File: src/rtl/msg_pkg.sv
// Shared constants, state encoding and message text for the message streamer.
package msg_pkg;

  localparam int unsigned MSG_LEN = 51;

  localparam logic [7:0] FILL_CHAR = 8'h20;

  // Index 0 is the leftmost character of the literal.
  localparam logic [MSG_LEN*8-1:0] MSG_TEXT =
    "Tajumulco Tacana Acatenango Fuego Santa Maria Agua ";

  typedef enum logic [1:0] {
    IDLE,
    PACE,
    SEND
  } state_t;

  // Character lookup; anything past the stored text reads as a space.
  function automatic logic [7:0] msg_char(input int unsigned i);
    logic [7:0] c;
    c = FILL_CHAR;
    if (i < MSG_LEN) c = MSG_TEXT[(MSG_LEN - 1 - i) * 8 +: 8];
    return c;
  endfunction

endpackage

File: src/rtl/msg_streamer_if.sv
// Character stream handshake between the streamer and its consumer.
interface msg_streamer_if #(
  parameter int unsigned DATA_W = 8
);
  logic [DATA_W-1:0] out_data;
  logic              out_valid;
  logic              out_ready;

  modport master (
    output out_data,
    output out_valid,
    input  out_ready
  );

  modport slave (
    input  out_data,
    input  out_valid,
    output out_ready
  );
endinterface

File: src/rtl/msg_rom.sv
// Combinational index-to-character lookup of the constant message.
module msg_rom #(
  parameter int unsigned MSG_LEN = 51,
  parameter int unsigned DATA_W  = 8,
  parameter int unsigned IDX_W   = $clog2(MSG_LEN)
) (
  input  logic [IDX_W-1:0]  idx,
  output logic [DATA_W-1:0] ch
);
  import msg_pkg::*;

  // Out-of-range indices read as a space rather than past the table.
  always_comb begin
    ch = DATA_W'(FILL_CHAR);
    if (32'(idx) < MSG_LEN) ch = DATA_W'(msg_char(32'(idx)));
  end
endmodule

File: src/rtl/msg_streamer.sv
// Paced valid/ready streamer walking the message ROM, one-shot or looping.
module msg_streamer #(
  parameter int unsigned  MSG_LEN = msg_pkg::MSG_LEN,
  parameter int unsigned  DATA_W  = 8,
  parameter int unsigned  DIV_W   = 16,
  localparam int unsigned IDX_W   = $clog2(MSG_LEN)
) (
  input  logic             clk,
  input  logic             rst_n,
  input  logic             en,
  input  logic             start,
  input  logic             stop,
  input  logic             mode_loop,
  input  logic [DIV_W-1:0] div,
  msg_streamer_if.master   stream,
  output logic             busy,
  output logic             done,
  output logic [IDX_W-1:0] idx
);
  import msg_pkg::*;

  localparam logic [IDX_W-1:0] LAST_IDX = IDX_W'(MSG_LEN - 1);

  state_t            state_q, state_d;
  logic [DIV_W-1:0]  cnt_q, cnt_d;
  logic [DIV_W-1:0]  div_q, div_d;
  logic              loop_q, loop_d;
  logic [IDX_W-1:0]  idx_d;
  logic [DATA_W-1:0] data_q, data_d;
  logic              valid_q, valid_d;
  logic              busy_d;
  logic              done_d;
  logic [DATA_W-1:0] rom_ch;

  msg_rom #(
    .MSG_LEN(MSG_LEN),
    .DATA_W (DATA_W),
    .IDX_W  (IDX_W)
  ) u_rom (
    .idx(idx),
    .ch (rom_ch)
  );

  assign stream.out_data  = data_q;
  assign stream.out_valid = valid_q;

  // Next-state and registered-output decode; stop outranks a same-cycle handshake.
  always_comb begin
    state_d = state_q;
    cnt_d   = cnt_q;
    div_d   = div_q;
    loop_d  = loop_q;
    idx_d   = idx;
    data_d  = data_q;
    valid_d = valid_q;
    busy_d  = busy;
    done_d  = 1'b0;
    unique case (state_q)
      IDLE: begin
        if (start && en) begin
          loop_d  = mode_loop;
          div_d   = div;
          idx_d   = '0;
          cnt_d   = div;
          busy_d  = 1'b1;
          state_d = PACE;
        end
      end
      PACE: begin
        if (stop) begin
          valid_d = 1'b0;
          busy_d  = 1'b0;
          idx_d   = '0;
          state_d = IDLE;
        end else if (en) begin
          if (cnt_q == '0) begin
            data_d  = rom_ch;
            valid_d = 1'b1;
            state_d = SEND;
          end else begin
            cnt_d = cnt_q - DIV_W'(1);
          end
        end
      end
      SEND: begin
        if (stop) begin
          valid_d = 1'b0;
          busy_d  = 1'b0;
          idx_d   = '0;
          state_d = IDLE;
        end else if (valid_q && stream.out_ready) begin
          valid_d = 1'b0;
          if (idx != LAST_IDX) begin
            idx_d   = idx + IDX_W'(1);
            cnt_d   = div_q;
            state_d = PACE;
          end else if (loop_q) begin
            idx_d   = '0;
            cnt_d   = div_q;
            state_d = PACE;
          end else begin
            idx_d   = '0;
            busy_d  = 1'b0;
            done_d  = 1'b1;
            state_d = IDLE;
          end
        end
      end
      default: state_d = IDLE;
    endcase
  end

  // State and output registers with asynchronous active-low reset.
  always_ff @(posedge clk or negedge rst_n) begin
    if (!rst_n) begin
      state_q <= IDLE;
      cnt_q   <= '0;
      div_q   <= '0;
      loop_q  <= 1'b0;
      idx     <= '0;
      data_q  <= '0;
      valid_q <= 1'b0;
      busy    <= 1'b0;
      done    <= 1'b0;
    end else begin
      state_q <= state_d;
      cnt_q   <= cnt_d;
      div_q   <= div_d;
      loop_q  <= loop_d;
      idx     <= idx_d;
      data_q  <= data_d;
      valid_q <= valid_d;
      busy    <= busy_d;
      done    <= done_d;
    end
  end
endmodule

File: src/flat_wrapper.sv
// flat-port wrapper written by rule: the top's interface ports become plain ports
module msg_streamer_flat import msg_pkg::*;
#(
  parameter int unsigned  MSG_LEN = msg_pkg::MSG_LEN,
  parameter int unsigned  DATA_W  = 8,
  parameter int unsigned  DIV_W   = 16,
  localparam int unsigned IDX_W   = $clog2(MSG_LEN)
)
  (clk, rst_n, en, start, stop, mode_loop, div, busy, done, idx, stream_out_data, stream_out_valid, stream_out_ready);
  msg_streamer_if #(.DATA_W(DATA_W)) stream_i ();
  input  logic clk;
  input  logic rst_n;
  input  logic en;
  input  logic start;
  input  logic stop;
  input  logic mode_loop;
  input  logic [DIV_W-1:0] div;
  output logic busy;
  output logic done;
  output logic [IDX_W-1:0] idx;
  output wire logic [$bits(stream_i.out_data)-1:0] stream_out_data;
  output wire logic [$bits(stream_i.out_valid)-1:0] stream_out_valid;
  input wire logic [$bits(stream_i.out_ready)-1:0] stream_out_ready;
  assign stream_out_data = stream_i.out_data;
  assign stream_out_valid = stream_i.out_valid;
  assign stream_i.out_ready = stream_out_ready;
  msg_streamer #(.MSG_LEN(MSG_LEN), .DATA_W(DATA_W), .DIV_W(DIV_W)) u_core (.clk(clk), .rst_n(rst_n), .en(en), .start(start), .stop(stop), .mode_loop(mode_loop), .div(div), .stream(stream_i), .busy(busy), .done(done), .idx(idx));
endmodule
File: config.mk
export PLATFORM = sky130hd
export DESIGN_NAME = msg_streamer_flat
export DESIGN_NICKNAME = d
export VERILOG_FILES = /design/src/rtl/msg_pkg.sv /design/src/rtl/msg_streamer_if.sv /design/src/rtl/msg_rom.sv /design/src/rtl/msg_streamer.sv /design/src/flat_wrapper.sv
export SDC_FILE = /design/constraint.sdc
export NUM_CORES = 1
export LEC_CHECK = 0
export ABC_AREA = 0
export BUFFER_PORTS_ARGS = -buffer_cell sky130_fd_sc_hd__buf_4
export CAP_MARGIN = 20
export CORE_ASPECT_RATIO = 0.8
export CORE_MARGIN = 4
export CORE_UTILIZATION = 30
export DETAILED_ROUTE_END_ITERATION = 10
export PLACE_DENSITY = 0.55
export SYNTH_ARGS = -nofsm -noshare
export SYNTH_HDL_FRONTEND = slang
export SYNTH_SLANG_ARGS = --single-unit
File: constraint.sdc
create_clock -name clk -period 4.06 [get_ports clk]
set_input_delay 1.015 -clock clk [delete_from_list [all_inputs] [get_ports clk]]
set_output_delay 1.015 -clock clk [all_outputs]
set_load 0.01 [all_outputs]
==> results <==
- The clock slew seen by the registers of the worst setup and hold paths is 0.07 ns.
- The number of antenna violations at the first check in global routing is 0.
- The clock arrives with 0.01139 ns of skew.
- The primary flip-flop cell chosen by synthesis mapping is sky130_fd_sc_hd__dfrtp_1.
- The count of pins on the block boundary is 40.
- Buffers inserted during clock tree synthesis total 5.
- After synthesis, the cell types taking the most area are sky130_fd_sc_hd__dfrtp_1, sky130_fd_sc_hd__mux2_2, sky130_fd_sc_hd__nand2_1.
- For this run, the top clock speed supported by timing is 336.5 MHz.
- The final route contains 3832 vias.
- The floorplan step set the die width to 138.1 µm.
- Compared with the post-synthesis result, the final layout area differs by 13.34%.
- The via count of the first global-routing pass is 3668.
- The class of the most critical hold timing path is reg -> reg.
- The repair_antennas step left the layout with diodes totalling 0.
- The critical path goes through ha_1 > buf_4 > a31oi_1 > nor3_1 > nor3_1 > o21ai_0 > a211oi_1 > a221o_1.
- The flow ran to the end, and the final reports show no timing, DRC or antenna violations.
- The final total negative setup slack is 0 ns.
- The launching element type of the critical path is a flop.
- The area of the placeable core is 13060 µm².
- Of the available clock period, the critical path in the final layout requires 73.19%.
- The die span in y is 112.1 µm.
- The actual transition at the worst max-transition pin is 0.9673 ns.
- The floorplan has 37 rows.
- The leakage power of the design is 0.001853 µW.
- For this run, the slowest stage of the critical path takes 0.77 ns.
- The count of nets left with antenna violations once routing finished came out at 0.
- By startpoint and endpoint, the worst setup path is classified as reg -> reg.
- The number of endpoints with negative hold slack in the final report is 0.
- The synthesized design spends more area on one cell type than any other, namely sky130_fd_sc_hd__dfrtp_1.
- The final HPWL from detailed placement is 8558 µm.
- The non-filler instance count after layout is between 600 and 700.
- The sequential area share after synthesis is 31.42%.
- Counting every net in the synthesized netlist gives 510.
- The final setup violation count is 0.
- Global routing consumed, on the met2 layer, a little over a fifth of the routing resources.
- Entering global routing, the biggest net connects 52 pins.
- After layout, the minimum clock period comes to 2.972 ns.
- The total wire length is 12220 µm.
- The fill cell total of the finished layout is 1359.
- After global routing the overflow that remains totals 0.
- Yosys mapped the design onto 76 distinct sky130hd cell types.
- The leading cell type in the layout, fill and taps excluded is sky130_fd_sc_hd__dfrtp_1.
- The worst pin sits at a relative slew slack of 35.02%.
- The last weighted congestion value of the routability-driven placer is just under 1.
- The total track usage is 15.62%.
- Synthesis handed over a netlist of 480 instances.
- The clock tree from TritonCTS is yes.
- The required arrival time at the worst endpoint is between 4 and 5 ns.
- The number of post-CTS setup repair buffers is 0.
- After synthesis, the largest area contributor takes up 31.42% of total cell area.
- At the worst endpoint, the arrival time is 3.21 ns.
- In this run the cell area of the synthesized design comes to roughly 4000 µm².
- For this design, the CTS-stage hold fixing added 0 buffers.
- For this run, the post-layout net count is 525.
- Setup repair after global routing left no endpoint under its margin.
- The library cells used most frequently in the layout, excluding fill and tap cells, are sky130_fd_sc_hd__dfrtp_1, sky130_fd_sc_hd__buf_4, sky130_fd_sc_hd__nand2_1, sky130_fd_sc_hd__nor2_1, sky130_fd_sc_hd__o21ai_0.
- For this run, the detailed router's first-pass iteration total came to 6.
- After global routing, the most crowded layer is met1.
- Power comes to approximately 2700 µW.
- The biggest fanout along the worst timing path is 26.
- IR analysis of the VDD net gives a maximum drop of 0.2557 mV.
- Yosys printed 0 warnings.
- The number of register bits inferred by synthesis is 51.
- The die covers 15480 µm².
- The clock reaches the later pin of the worst-skew pair after 0.30 ns.
- Once the floorplan was initialized, standard cells occupied a little under a third of the core.
- Dividing the detail-routed wire length by the instance count gives 18.22 µm.
- The capturing element type of the critical path is a flop.
- Clock tree synthesis selected as its root buffer the cell sky130_fd_sc_hd__clkbuf_16.
- The power density over the cells is 576.7 nW/µm².
- In the global route stage, met1 resource usage came out at between 20% and 30%.
- The detail-routed via count per cell is 5.711.
- The number of instances resized during post-cts repair is 0.
- For this run, design rule violations remaining after detail routing come to 0.
- For this run, global-route usage on met3 was measured as 4.387%.
- The level count of the clock H-tree is 2.
- Counting tap cells, the placed design contains a total of 663 instances.
- Clock tree synthesis found a total of 51 sinks.
- The count of input and output buffers is 38.
- The first global-routing pass estimated 20220 µm of wire.
- In this run the mean area of a mapped cell was 8.461 µm².
- The cell with the biggest individual delay on the critical path is sky130_fd_sc_hd__nor3_1.
- Counting flops with an async set or reset pin after synthesis yields a share of 100.0%.
- The detailed router finished its first iteration with 474 violations.
- The count of final max-slew check failures is 0.
- Across the run, the number of max-cap violations was 0.
- The worst-case clock buffer depth is 2.
- The cell that appears most often on the critical path is sky130_fd_sc_hd__nor3_1.
- Cells with a size suffix above 1 make up 18.55% of the layout.
- The number of flops mapped to enable cells by yosys is 0.
stage by stage:
| step | hold slack [ns] | worst slack, ns | util, % | area [µm²] |
|---|---|---|---|---|
| after global placement | 0.4698 | 1.267 | 33.97 | 4434 |
| after floorplan | 0.4623 | 1.437 | - | 4061 |
| after CTS | 0.5032 | 1.236 | 35.26 | 4603 |
| after global routing | 0.5073 | 0.9141 | 35.26 | 4603 |
| after detailed placement | 0.4843 | 1.250 | 33.97 | 4434 |
| final | 0.4996 | 1.088 | 35.26 | 4603 |
synth_stat cells (3+ instances only):
cell	n
sky130_fd_sc_hd__buf_4	6
sky130_fd_sc_hd__clkbuf_1	16
sky130_fd_sc_hd__a211oi_1	12
sky130_fd_sc_hd__mux2_2	20
sky130_fd_sc_hd__nand3_1	10
sky130_fd_sc_hd__a21oi_1	23
sky130_fd_sc_hd__o21ai_1	18
sky130_fd_sc_hd__or2_1	3
sky130_fd_sc_hd__nor2b_1	10
sky130_fd_sc_hd__xor2_1	8
sky130_fd_sc_hd__a31oi_1	8
sky130_fd_sc_hd__buf_1	3
sky130_fd_sc_hd__or3_1	3
sky130_fd_sc_hd__o211ai_1	4
sky130_fd_sc_hd__a221oi_1	8
sky130_fd_sc_hd__o21ai_0	29
sky130_fd_sc_hd__nand2_1	45
sky130_fd_sc_hd__inv_1	10
sky130_fd_sc_hd__o2111ai_1	3
sky130_fd_sc_hd__and3_1	4
sky130_fd_sc_hd__dfrtp_1	51
sky130_fd_sc_hd__nand4_1	4
sky130_fd_sc_hd__nor4_1	7
sky130_fd_sc_hd__nor3_1	18
sky130_fd_sc_hd__o31ai_1	16
sky130_fd_sc_hd__o22ai_1	4
sky130_fd_sc_hd__o221ai_1	3
sky130_fd_sc_hd__ha_1	7
sky130_fd_sc_hd__nand2b_1	10
sky130_fd_sc_hd__a21o_1	4
sky130_fd_sc_hd__nor3_2	3
sky130_fd_sc_hd__a22oi_1	6
sky130_fd_sc_hd__buf_2	12
sky130_fd_sc_hd__xnor2_1	5
sky130_fd_sc_hd__nor2_1	35
final cells by class:
class,count,area [µm²],area share [%]
Multi-Input combinational cell,378,2541,55.21
Inverter,12,45.04,0.9785
Sequential cell,51,1276,27.72
Tap cell,175,219.0,4.757
Clock inverter,3,43.79,0.9513
Timing Repair Buffer,47,352.8,7.665
Clock buffer,5,125.1,2.718
report_power, final:
group	switching, µW	internal, µW	total [µW]
clock network	202	291	494
logic	758	517	1280
registers	184	701	885
total	1140	1510	2650
path summary, 6_finish.rpt:
check / to / slack [ns] / cells past startpoint / startpoint
setup / recovery: u_core.stream.out_data[2] / 1.09 / 8 / u_core.idx[1]
hold / removal: u_core.stream.out_data[1] / 0.50 / 2 / u_core.stream.out_data[1]
setup reg to reg: u_core.stream.out_data[2] / 1.09 / 8 / u_core.idx[1]
hold reg to reg: u_core.stream.out_data[1] / 0.50 / 2 / u_core.stream.out_data[1]
max in group asynchronous: u_core.div_q[13] / 2.84 / 1 / rst_n
min in group asynchronous: u_core.div_q[7] / 0.76 / 1 / rst_n
critical path: cells and delay by family (launching register included):
kind                       cells  cell delay [ns]
and+or+nand+nor                2             0.84
DFF                            1             0.56
AOI/OAI and AO/OA              4             0.96
buffers and inverters          1             0.25
adders and majority gates      1             0.30
cell families after synthesis:
group           count (synthesis)  share of synthesized area (%)
compound gates                168                          28.68
fa+ha+maj                       7                          2.156
other cells                     1                        0.09233
buf+inv                        51                          6.007
mux                            21                          5.792
simple gates                  163                          20.49
xor+xnor                       18                          5.361
flops                          51                          31.42
sequential cells by signal, summed over array words and instances (netlist names):
name and cells:
u_core.state_q 2, u_core.stream.out_valid 1, u_core.loop_q 1, u_core.cnt_q 16, u_core.div_q 16, u_core.stream.out_data 7
u_core.busy 1, u_core.done 1, u_core.idx 6
per-layer routing:
metal	vias up	part of all wire, %
met5	-	0
met1	1833	50
li1	1815	-
met3	10	9.3
met2	174	40
met4	0	0.83
(Power assumes the default switching activity.)
